## src/rtl/fft_buf_ctrl_if.sv

```systemverilog
// Bus bundle for fft_buf_ctrl: FFT sample input, display readout stream,
// spectrum RAM write/read sides and status. The slave modport is the controller's view.
interface fft_buf_ctrl_if #(
  parameter int ADDR_W = 8,
  parameter int DATA_W = 12
);
  logic              fft_valid;
  logic              fft_sof;
  logic              fft_last;
  logic [DATA_W-1:0] fft_data;
  logic              scan_start;
  logic              disp_ready;
  logic              disp_valid;
  logic [DATA_W-1:0] disp_data;
  logic [ADDR_W-1:0] disp_addr;
  logic              disp_last;
  logic              ram_wr_en;
  logic [ADDR_W-1:0] ram_wr_addr;
  logic [DATA_W-1:0] ram_wr_data;
  logic [ADDR_W-1:0] ram_rd_addr;
  logic              ram_rd_clk_en;
  logic [DATA_W-1:0] ram_rd_data;
  logic              buf_full;
  logic              busy;
  logic              frame_err;
  logic [7:0]        drop_cnt;

  modport slave (
    input  fft_valid, fft_sof, fft_last, fft_data, scan_start, disp_ready, ram_rd_data,
    output disp_valid, disp_data, disp_addr, disp_last,
    output ram_wr_en, ram_wr_addr, ram_wr_data, ram_rd_addr, ram_rd_clk_en,
    output buf_full, busy, frame_err, drop_cnt
  );

  modport master (
    output fft_valid, fft_sof, fft_last, fft_data, scan_start, disp_ready, ram_rd_data,
    input  disp_valid, disp_data, disp_addr, disp_last,
    input  ram_wr_en, ram_wr_addr, ram_wr_data, ram_rd_addr, ram_rd_clk_en,
    input  buf_full, busy, frame_err, drop_cnt
  );
endinterface

```

## src/rtl/fft_buf_ctrl.sv

```systemverilog
// Single-frame spectrum buffer controller: captures one FFT frame into an SDP RAM,
// then streams it to the display with ready-based stalling and 1-cycle RAM latency.
module fft_buf_ctrl #(
  parameter int ADDR_W = 8,
  parameter int DATA_W = 12
) (
  input  logic           clk,
  input  logic           rst_n,
  fft_buf_ctrl_if.slave  bus
);

  typedef enum logic [1:0] {S_IDLE, S_FILL, S_FULL, S_SCAN} state_t;

  localparam logic [ADDR_W-1:0] LAST_ADDR = '1;
  localparam logic [ADDR_W-1:0] ONE_ADDR  = ADDR_W'(1);

  state_t            r_state;
  state_t            w_state_nxt;
  logic [ADDR_W-1:0] r_wr_ptr;
  logic [ADDR_W-1:0] w_wr_ptr_nxt;
  logic [ADDR_W-1:0] r_rd_ptr;
  logic [ADDR_W-1:0] w_rd_ptr_nxt;
  logic [7:0]        r_drop_cnt;
  logic              w_wr_en;
  logic [ADDR_W-1:0] w_wr_addr;
  logic              w_frame_err;
  logic              w_issue;
  logic              w_drop;
  logic              r_disp_vld_p1;
  logic              r_disp_last_p1;
  logic [ADDR_W-1:0] r_disp_addr_p1;

  function automatic logic [7:0] sat_inc8(input logic [7:0] v);
    return (v == 8'hFF) ? v : v + 8'd1;
  endfunction

  always_comb begin
    w_state_nxt  = r_state;
    w_wr_ptr_nxt = r_wr_ptr;
    w_rd_ptr_nxt = r_rd_ptr;
    w_wr_en      = 1'b0;
    w_wr_addr    = r_wr_ptr;
    w_frame_err  = 1'b0;
    w_issue      = 1'b0;
    w_drop       = 1'b0;
    case (r_state)
      S_IDLE: begin
        if (bus.fft_valid) begin
          if (bus.fft_sof) begin
            w_wr_en      = 1'b1;
            w_wr_addr    = '0;
            w_wr_ptr_nxt = ONE_ADDR;
            w_state_nxt  = S_FILL;
          end else begin
            w_drop = 1'b1;
          end
        end
      end
      S_FILL: begin
        if (bus.fft_valid) begin
          w_wr_en = 1'b1;
          // A new sof mid-frame restarts capture; the partial frame is discarded.
          if (bus.fft_sof) begin
            w_wr_addr    = '0;
            w_frame_err  = 1'b1;
            w_wr_ptr_nxt = ONE_ADDR;
          end else if (r_wr_ptr == LAST_ADDR) begin
            w_frame_err  = ~bus.fft_last;
            w_wr_ptr_nxt = '0;
            w_state_nxt  = S_FULL;
          end else if (bus.fft_last) begin
            w_frame_err  = 1'b1;
            w_wr_ptr_nxt = '0;
            w_state_nxt  = S_IDLE;
          end else begin
            w_wr_ptr_nxt = r_wr_ptr + ONE_ADDR;
          end
        end
      end
      S_FULL: begin
        w_drop = bus.fft_valid;
        if (bus.scan_start) begin
          w_rd_ptr_nxt = '0;
          w_state_nxt  = S_SCAN;
        end
      end
      S_SCAN: begin
        w_drop = bus.fft_valid;
        if (bus.disp_ready) begin
          w_issue      = 1'b1;
          w_rd_ptr_nxt = r_rd_ptr + ONE_ADDR;
          if (r_rd_ptr == LAST_ADDR) begin
            w_state_nxt = S_IDLE;
          end
        end
      end
      default: w_state_nxt = S_IDLE;
    endcase
  end

  always_ff @(posedge clk) begin
    if (!rst_n) begin
      r_state        <= S_IDLE;
      r_wr_ptr       <= '0;
      r_rd_ptr       <= '0;
      r_drop_cnt     <= '0;
      r_disp_vld_p1  <= 1'b0;
      r_disp_last_p1 <= 1'b0;
    end else begin
      r_state        <= w_state_nxt;
      r_wr_ptr       <= w_wr_ptr_nxt;
      r_rd_ptr       <= w_rd_ptr_nxt;
      if (w_drop) begin
        r_drop_cnt <= sat_inc8(r_drop_cnt);
      end
      r_disp_vld_p1  <= w_issue;
      r_disp_last_p1 <= w_issue & (r_rd_ptr == LAST_ADDR);
    end
  end

  // p0 -> p1: issued address travels with the RAM's 1-cycle read latency
  always_ff @(posedge clk) begin
    if (w_issue) begin
      r_disp_addr_p1 <= r_rd_ptr;
    end
  end

  // Strobes are masked while reset is held so an aborted FILL/SCAN cannot touch the RAM.
  assign bus.ram_wr_en     = w_wr_en & rst_n;
  assign bus.ram_wr_addr   = w_wr_addr;
  assign bus.ram_wr_data   = bus.fft_data;
  assign bus.ram_rd_addr   = r_rd_ptr;
  assign bus.ram_rd_clk_en = w_issue & rst_n;
  assign bus.disp_valid    = r_disp_vld_p1;
  assign bus.disp_data     = bus.ram_rd_data;
  assign bus.disp_addr     = r_disp_addr_p1;
  assign bus.disp_last     = r_disp_last_p1;
  assign bus.buf_full      = (r_state == S_FULL);
  assign bus.busy          = (r_state == S_FILL) || (r_state == S_SCAN);
  assign bus.frame_err     = w_frame_err & rst_n;
  assign bus.drop_cnt      = r_drop_cnt;

endmodule

```

## src/flat_wrapper.sv

```systemverilog
// flat-port wrapper written by rule: the top's interface ports become plain ports
module fft_buf_ctrl_flat 
#(
  parameter int ADDR_W = 8,
  parameter int DATA_W = 12
)
  (clk, rst_n, bus_fft_valid, bus_fft_sof, bus_fft_last, bus_fft_data, bus_scan_start, bus_disp_ready, bus_ram_rd_data, bus_disp_valid, bus_disp_data, bus_disp_addr, bus_disp_last, bus_ram_wr_en, bus_ram_wr_addr, bus_ram_wr_data, bus_ram_rd_addr, bus_ram_rd_clk_en, bus_buf_full, bus_busy, bus_frame_err, bus_drop_cnt);
  fft_buf_ctrl_if #(.ADDR_W(ADDR_W), .DATA_W(DATA_W)) bus_i ();
  input  logic clk;
  input  logic rst_n;
  input wire logic [$bits(bus_i.fft_valid)-1:0] bus_fft_valid;
  input wire logic [$bits(bus_i.fft_sof)-1:0] bus_fft_sof;
  input wire logic [$bits(bus_i.fft_last)-1:0] bus_fft_last;
  input wire logic [$bits(bus_i.fft_data)-1:0] bus_fft_data;
  input wire logic [$bits(bus_i.scan_start)-1:0] bus_scan_start;
  input wire logic [$bits(bus_i.disp_ready)-1:0] bus_disp_ready;
  input wire logic [$bits(bus_i.ram_rd_data)-1:0] bus_ram_rd_data;
  output wire logic [$bits(bus_i.disp_valid)-1:0] bus_disp_valid;
  output wire logic [$bits(bus_i.disp_data)-1:0] bus_disp_data;
  output wire logic [$bits(bus_i.disp_addr)-1:0] bus_disp_addr;
  output wire logic [$bits(bus_i.disp_last)-1:0] bus_disp_last;
  output wire logic [$bits(bus_i.ram_wr_en)-1:0] bus_ram_wr_en;
  output wire logic [$bits(bus_i.ram_wr_addr)-1:0] bus_ram_wr_addr;
  output wire logic [$bits(bus_i.ram_wr_data)-1:0] bus_ram_wr_data;
  output wire logic [$bits(bus_i.ram_rd_addr)-1:0] bus_ram_rd_addr;
  output wire logic [$bits(bus_i.ram_rd_clk_en)-1:0] bus_ram_rd_clk_en;
  output wire logic [$bits(bus_i.buf_full)-1:0] bus_buf_full;
  output wire logic [$bits(bus_i.busy)-1:0] bus_busy;
  output wire logic [$bits(bus_i.frame_err)-1:0] bus_frame_err;
  output wire logic [$bits(bus_i.drop_cnt)-1:0] bus_drop_cnt;
  assign bus_i.fft_valid = bus_fft_valid;
  assign bus_i.fft_sof = bus_fft_sof;
  assign bus_i.fft_last = bus_fft_last;
  assign bus_i.fft_data = bus_fft_data;
  assign bus_i.scan_start = bus_scan_start;
  assign bus_i.disp_ready = bus_disp_ready;
  assign bus_i.ram_rd_data = bus_ram_rd_data;
  assign bus_disp_valid = bus_i.disp_valid;
  assign bus_disp_data = bus_i.disp_data;
  assign bus_disp_addr = bus_i.disp_addr;
  assign bus_disp_last = bus_i.disp_last;
  assign bus_ram_wr_en = bus_i.ram_wr_en;
  assign bus_ram_wr_addr = bus_i.ram_wr_addr;
  assign bus_ram_wr_data = bus_i.ram_wr_data;
  assign bus_ram_rd_addr = bus_i.ram_rd_addr;
  assign bus_ram_rd_clk_en = bus_i.ram_rd_clk_en;
  assign bus_buf_full = bus_i.buf_full;
  assign bus_busy = bus_i.busy;
  assign bus_frame_err = bus_i.frame_err;
  assign bus_drop_cnt = bus_i.drop_cnt;
  fft_buf_ctrl #(.ADDR_W(ADDR_W), .DATA_W(DATA_W)) u_core (.clk(clk), .rst_n(rst_n), .bus(bus_i));
endmodule
```

## config.mk

```make
export PLATFORM = sky130hd
export DESIGN_NAME = fft_buf_ctrl_flat
export DESIGN_NICKNAME = d
export VERILOG_FILES = /design/src/rtl/fft_buf_ctrl_if.sv /design/src/rtl/fft_buf_ctrl.sv /design/src/flat_wrapper.sv
export SDC_FILE = /design/constraint.sdc
export NUM_CORES = 1
export LEC_CHECK = 0
export BUFFER_PORTS_ARGS = -buffer_cell sky130_fd_sc_hd__buf_2
export CORE_MARGIN = 4
export CORE_UTILIZATION = 41
export CTS_CLUSTER_DIAMETER = 60
export DETAILED_ROUTE_END_ITERATION = 8
export PLACE_DENSITY = 0.76
export SYNTH_ARGS = -nofsm -noshare
export SYNTH_HDL_FRONTEND = slang
export SYNTH_SLANG_ARGS = --single-unit
```

## constraint.sdc

```tcl
create_clock -name clk -period 1.49 [get_ports clk]
set_input_delay 0.149 -clock clk [delete_from_list [all_inputs] [get_ports clk]]
set_output_delay 0.149 -clock clk [all_outputs]
set_load 0.01 [all_outputs]
```

==> After elaboration in Yosys (flattened, before gate mapping) <==
Index checks and enable logic that the tools add are counted.
{ "word_totals": {"regBits": 36, "in_bits": 31, "output_inout_bits": 63, "elab_cells": 77} }
{ "classes": {"addsub": 3, "n_eq_ne": 14, "mux": 37, "bitwise": 6, "n_reduce_logical": 10} }
{ "op_table": {"columns": ["operator", "count"], "rows": [
  ["$mux W8", 11],
  ["$pmux W8 S2", 2],
  ["$add A8 B1 Y8 const B", 3],
  ["$eq A8 B8 Y1 const B", 3],
  ["$mux W2", 9],
  ["$mux W1", 12],
  ["$ne A2 B2 Y1 const B", 6],
  ["$pmux W2 S4", 1],
  ["$reduce_and A8 Y1", 1],
  ["$and A1 B1 Y1", 4],
  ["$eq A2 B2 Y1 const B", 2],
  ["$pmux W1 S2", 2],
  ["$reduce_and A4 Y1", 1],
  ["$reduce_bool A2 Y1", 2],
  ["$reduce_or A2 Y1", 2],
  ["$ne A3 B2 Y1 const B", 1],
  ["$reduce_and A3 Y1", 1],
  ["$eq A2 B1 Y1 const B", 1],
  ["$logic_not A2 Y1", 1],
  ["$ne A2 B1 Y1 const B", 1],
  ["$not A1 Y1", 2],
  ["$reduce_and A2 Y1", 1],
  ["$logic_or A1 B1 Y1", 1]
]} }

==> Longest topological paths before layout <==
{ "depth": {"ltp_word": 6, "mapped_depth": 5, "ltp_nobuf": 5} }

==> Worst setup path after synthesis <==
OpenSTA, ideal clock, no wires.
{ "synth_path": {"path_kind": "register -> register", "from": "register u_core.r_drop_cnt[0], in the netlist u_core.bus.drop_cnt[0]", "to": "register u_core.r_drop_cnt[7], in the netlist u_core.bus.drop_cnt[7]", "setup_ps": 70, "t_arrival_ps": 1475, "required_ps": 1420, "setup_slack_ps": -55, "stages_incl_launch_ff": 6, "n_path_buf": 0, "synth_period_minus_slack_ps": 1545, "path_cell_list": "dfxtp_1 ha_1 nand3_1 o211ai_4 or4_1 a21oi_1"} }
{ "synth_between": {"elab_chain_len": 3, "word_cells_on_any_way": 4, "classes_between": "add/sub (1); eq/ne (1); bitwise (1); reduce/logical (1)"} }
{ "synth_rtl": {"columns": ["item", "line", "source"], "rows": [
  ["start: declaration", "fft_buf_ctrl.sv:23", "logic [7:0] r_drop_cnt;"],
  ["start signal: assignment", "fft_buf_ctrl.sv:114", "r_drop_cnt <= sat_inc8(r_drop_cnt);"],
  ["branches (longest 3 deep; another with $add A8 B1 Y8)", null, null]
]} }
Several ways; the timed one is not identified.
A chain may end at the register's enable or synchronous reset.

==> Final worst setup path <==
{ "layout_path": {"from": "register u_core.r_wr_ptr[5]", "to": "output port bus_frame_err"} }
{ "layout_between": {"elab_chain_len": 6} }
{ "layout_rtl": {"columns": ["item", "line", "source"], "rows": [
  ["start: declaration", "fft_buf_ctrl.sv:19", "logic [ADDR_W-1:0] r_wr_ptr;"],
  ["start signal: assignment", "fft_buf_ctrl.sv:111", "r_wr_ptr <= w_wr_ptr_nxt;"],
  ["$eq A8 B8 Y1", "fft_buf_ctrl.sv:67", "end else if (r_wr_ptr == LAST_ADDR) begin"],
  ["$mux W1", "fft_buf_ctrl.sv:67", null],
  ["$mux W1", "fft_buf_ctrl.sv:63", "if (bus.fft_sof) begin"],
  ["$mux W1", "fft_buf_ctrl.sv:60", "if (bus.fft_valid) begin"],
  ["$mux W1", "fft_buf_ctrl.sv:46", "case (r_state)"],
  ["$and A1 B1 Y1", "fft_buf_ctrl.sv:140", "assign bus.frame_err = w_frame_err & rst_n;"],
  ["end: declaration", "flat_wrapper.sv:29", "output wire logic [$bits(bus_i.frame_err)-1:0] bus_frame_err;"]
]} }
Every way passes these cells.

==> results.txt <==
In this run, distinct cell masters in the synthesized netlist total 37. The number of port buffers is 45. The power per cell area is 844.9 nW/µm². The area of the die came out at 5707 µm². The initial cell density of the core is 0.4267. Setup violations remaining at the end of the flow were counted as 1. The worst-case headroom to the max-slew limit is 0.7868. The violation count after the first detailed-routing iteration came out at 35. The number of synthesized register bits is 36. The core region is 4384 µm². Data arrives at the worst endpoint at between 1.5 and 2 ns. The number of nets at the end of the flow came out at about 280.

The average detailed-routed wire length per instance came out at around 14 µm. The number of global-route vias before repair was 1467. Setup repair after global routing could not meet its margin everywhere. The hold-critical path depth is 3. The slew at the pin closest to its max-slew limit is 0.3195 ns. In this run the static leakage power is around 1.1 nW. The register clock-pin slew on the reported worst setup and hold paths came out at 0.07 ns. The maximum number of pins on one net before global-route repair came out at 15.

The internal power is around 1.6 mW. The number of primary I/O pins came out at 94. The buffer depth of the longest clock path is 2. The Yosys step of the flow raised 0 warnings. The run finished, with violations left. Of the total power, the clock network draws 0.415. The total DRC errors in the routed layout came out at 0. At the end of routability-driven placement, the weighted congestion stood at just over 0.8. The max-cap check violation count is 0. Of the post-synthesis cell area, the dominant cell type holds 0.2997. Among all flip-flop cells after synthesis, the most frequent one is sky130_fd_sc_hd__dfxtp_1.

Counting the buffers created by CTS gives 5. By area the synthesized netlist is led by sky130_fd_sc_hd__dfxtp_1 30%, sky130_fd_sc_hd__edfxtp_1 13%, sky130_fd_sc_hd__buf_4 9.6%. STA classifies the critical path endpoint as an output port. Counting every net in the synthesized netlist gives 234. The startpoint type of the worst setup path is a flop. Of the total power, registers draw 0.505. Of the available clock period, the critical path in the final layout requires 1.120.

The smallest setup slack after layout is -0.1786 ns. The synthesized area per cell came out at 9.353 µm². Overall power consumption after layout is estimated at 2.002 mW. The first-pass detailed-route iteration total is 4. The final count of hold timing violations is 0. The worst hold path begins at bus_disp_ready. Of the cells placed in the final design, the portion with a size suffix greater than 1 is 0.4315. The vertical extent of the die came out at ~76 µm. The total number of vias came out at ~1600. The number of enable flip-flop cells after synthesis is 8. The required time at the worst-slack endpoint is 1.34 ns. The half-perimeter wire length of the detailed placement result came out at 3.050 mm.

The worst hold path endpoint is u_core.bus.ram_rd_addr[1]. The final reports fail on negative setup slack. For this run, the total global-route usage over all layers was measured as 0.1490.

The number of pins exceeding their max-slew limit in the final report came to 0. TritonCTS built the clock tree. For this design the total switching power over the nets is 0.4330 mW. Of the synthesized area, sequential elements account for 0.4281. The tree built by TritonCTS fans out to 36 sinks.

The worst register-to-register path has a setup slack of about 0.030 ns. The clock skew after layout came out at between 0.003 and 0.004 ns. The largest driver fanout on the critical path came out at 3. The detail route stage leaves a number of antenna-violating nets equal to 0. The worst-skew pair later-pin latency is 0.28 ns. The async set-reset flop share out of synthesis is 0. The routed design has 4.107 mm of wire.

The number of levels the H-tree was split into is 2. The global route total overflow is 0. The cell type with the highest aggregate area in the netlist is sky130_fd_sc_hd__dfxtp_1. The number of cells produced by synthesis is 200. The growth of design area from synthesis to finish came out at 26.69%. The wire length of the first global-routing pass is approximately 6.6 mm. The worst slack on hold paths came out at approximately 0.19 ns.

The critical path is of the flop to output port type. The count of antenna diodes in the layout is 0. The share of total power dissipated in combinational logic is 0.080. Timing analysis after detailed placement gives a worst setup slack of about 0.033 ns.

The initial antenna violation count came to 0. The worst register-to-register path ends at u_core.r_wr_ptr[0]. The tightest min-delay check is of the input pin to flop type. The tree is rooted in a sky130_fd_sc_hd__clkbuf_8. After layout, the minimum clock period comes to 1.669 ns.

The peak clock frequency supported by timing is 599.3 MHz. The critical register-to-register path startpoint is u_core.r_wr_ptr[1]. The switching power share of the total came out at 0.2163.

The synthesized netlist occupies a cell area of 1871 µm². The maximum VDD drop is 0.4779 mV. The die span in x came out at 75.55 µm. The vias per cell is 5.347. Counting cells, the worst reg-to-reg path comes to 6. The floorplan has 24 rows.
[power by group through the flow]
| stage | clock [mW] | combinational, mW | sequential [mW] |
|---|---|---|---|
| 6_report | 0.831 | 0.160 | 1.01 |
| 5_1_grt | 0.900 | 0.180 | 1.01 |
| 4_1_cts | 0.858 | 0.154 | 1.01 |
| 3_5_place_dp | 0 | 0.138 | 1.03 |
| 3_3_place_gp | 0 | 0.136 | 1.03 |
| 2_1_floorplan | 0 | 0.141 | 1.03 |
[registers in the layout (all words and copies together) (netlist names), named ones only]
register and cells:
u_core.bus.drop_cnt 8, u_core.bus.ram_rd_addr 8, u_core.bus.disp_valid 1, u_core.bus.disp_last 1, u_core.bus.disp_addr 8, u_core.r_state 1, u_core.r_wr_ptr 8
[critical path, cell delays in order (launching register included)]
cell                       delay, ns
sky130_fd_sc_hd__dfxtp_2        0.35
sky130_fd_sc_hd__and4_4         0.23
sky130_fd_sc_hd__and4_4         0.21
sky130_fd_sc_hd__xor2_1         0.14
sky130_fd_sc_hd__o2111a_1       0.19
sky130_fd_sc_hd__buf_2          0.13
[worst max-delay path by stage]
stage | endpoint | startpoint | slack [ns] | cells after the start
after global routing | bus_frame_err | u_core.r_wr_ptr[5] | -0.25 | 5
after global placement | bus_ram_wr_addr[1] | bus_fft_valid | 0.06 | 5
after floorplan | u_core.bus.drop_cnt[7] | u_core.bus.drop_cnt[0] | 0.02 | 5
after CTS | bus_frame_err | u_core.r_wr_ptr[2] | -0.19 | 5
after detailed placement | u_core.bus.drop_cnt[7] | u_core.r_state[0] | 0.03 | 4
final | bus_frame_err | u_core.r_wr_ptr[5] | -0.18 | 5
[synthesized netlist by cell type, drive strengths merged, types with 2 or more instances]
master and n:
dfxtp 28, buf 26, and2 17, nor2 15
xor2 12, nand2 11, nand4 11, a21oi 10
edfxtp 8, nand3 8, and3 6, clkbuf 5
o21ai 5, and4 4, or3 4, ha 3
inv 3, mux2i 2, nor2b 2, o31ai 2
or4 2, xnor2 2
[per-stage QoR]
| step | area [µm²] | TNS, ns | cells | util |
|---|---|---|---|---|
| global placement | 2117 | 0 | 287 | 0.4829 |
| CTS | 2282 | -0.2016 | 297 | 0.5205 |
| global route | 2370 | -0.2876 | 300 | 0.5405 |
| detailed placement | 2117 | 0 | 287 | 0.4829 |
| floorplan | 1878 | 0 | 200 | - |
| finish | 2370 | -0.1786 | 300 | 0.5405 |
[layout make-up]
class,count,area [µm²]
Inverter,3,11.26
Timing Repair Buffer,71,435.4
Sequential cell,36,817.0
Clock inverter,2,35.03
Fill cell,411,2014
Clock buffer,6,72.57
Tap cell,52,65.06
Multi-Input combinational cell,130,933.4
[what timing repair did]
action / in CTS / in global routing
pin swaps: 3 / 11
buffers inserted: 3 / 4
endpoints found under the hold margin: 0 / 0
gates resized for setup: 14 / 20
endpoints found under the setup margin: 11 / 23
gates cloned: 0 / 0
hold buffers: 0 / 0
[cells by family after synthesis]
family	share of synthesized area
xor+xnor	0.06555
compound gates	0.1023
fa+ha+maj	0.02007
mux	0.01672
buf+inv	0.1177
flops	0.4281
simple gates	0.2495
[layer usage]
layer  wire length, µm  vias up  global-route usage  part of all wire
li1                  -      791                   -                 -
met2              2045       44              0.2474              0.50
met1              1685      758              0.1800              0.41
met5                 0        -                   0                 0
met3               323       11             0.05409             0.079
met4                51        0             0.04660             0.012
[layout by cell type (no fill, tap or decap), types with 3 or more instances in the layout]
cell,netlist,layout
sky130_fd_sc_hd__a21oi_1,10,8
sky130_fd_sc_hd__and2_1,17,16
sky130_fd_sc_hd__and3_1,6,5
sky130_fd_sc_hd__buf_2,2,45
sky130_fd_sc_hd__buf_4,24,23
sky130_fd_sc_hd__clkbuf_8,0,5
sky130_fd_sc_hd__dfxtp_1,28,19
sky130_fd_sc_hd__dfxtp_2,0,7
sky130_fd_sc_hd__edfxtp_1,8,8
sky130_fd_sc_hd__inv_1,3,3
sky130_fd_sc_hd__nand2_1,11,10
sky130_fd_sc_hd__nand3_1,8,7
sky130_fd_sc_hd__nand4_1,11,11
sky130_fd_sc_hd__nor2_1,15,15
sky130_fd_sc_hd__o21ai_0,5,5
sky130_fd_sc_hd__or3_1,4,3
sky130_fd_sc_hd__xor2_1,12,12
Note: power is estimated with default switching activity, not from simulation.
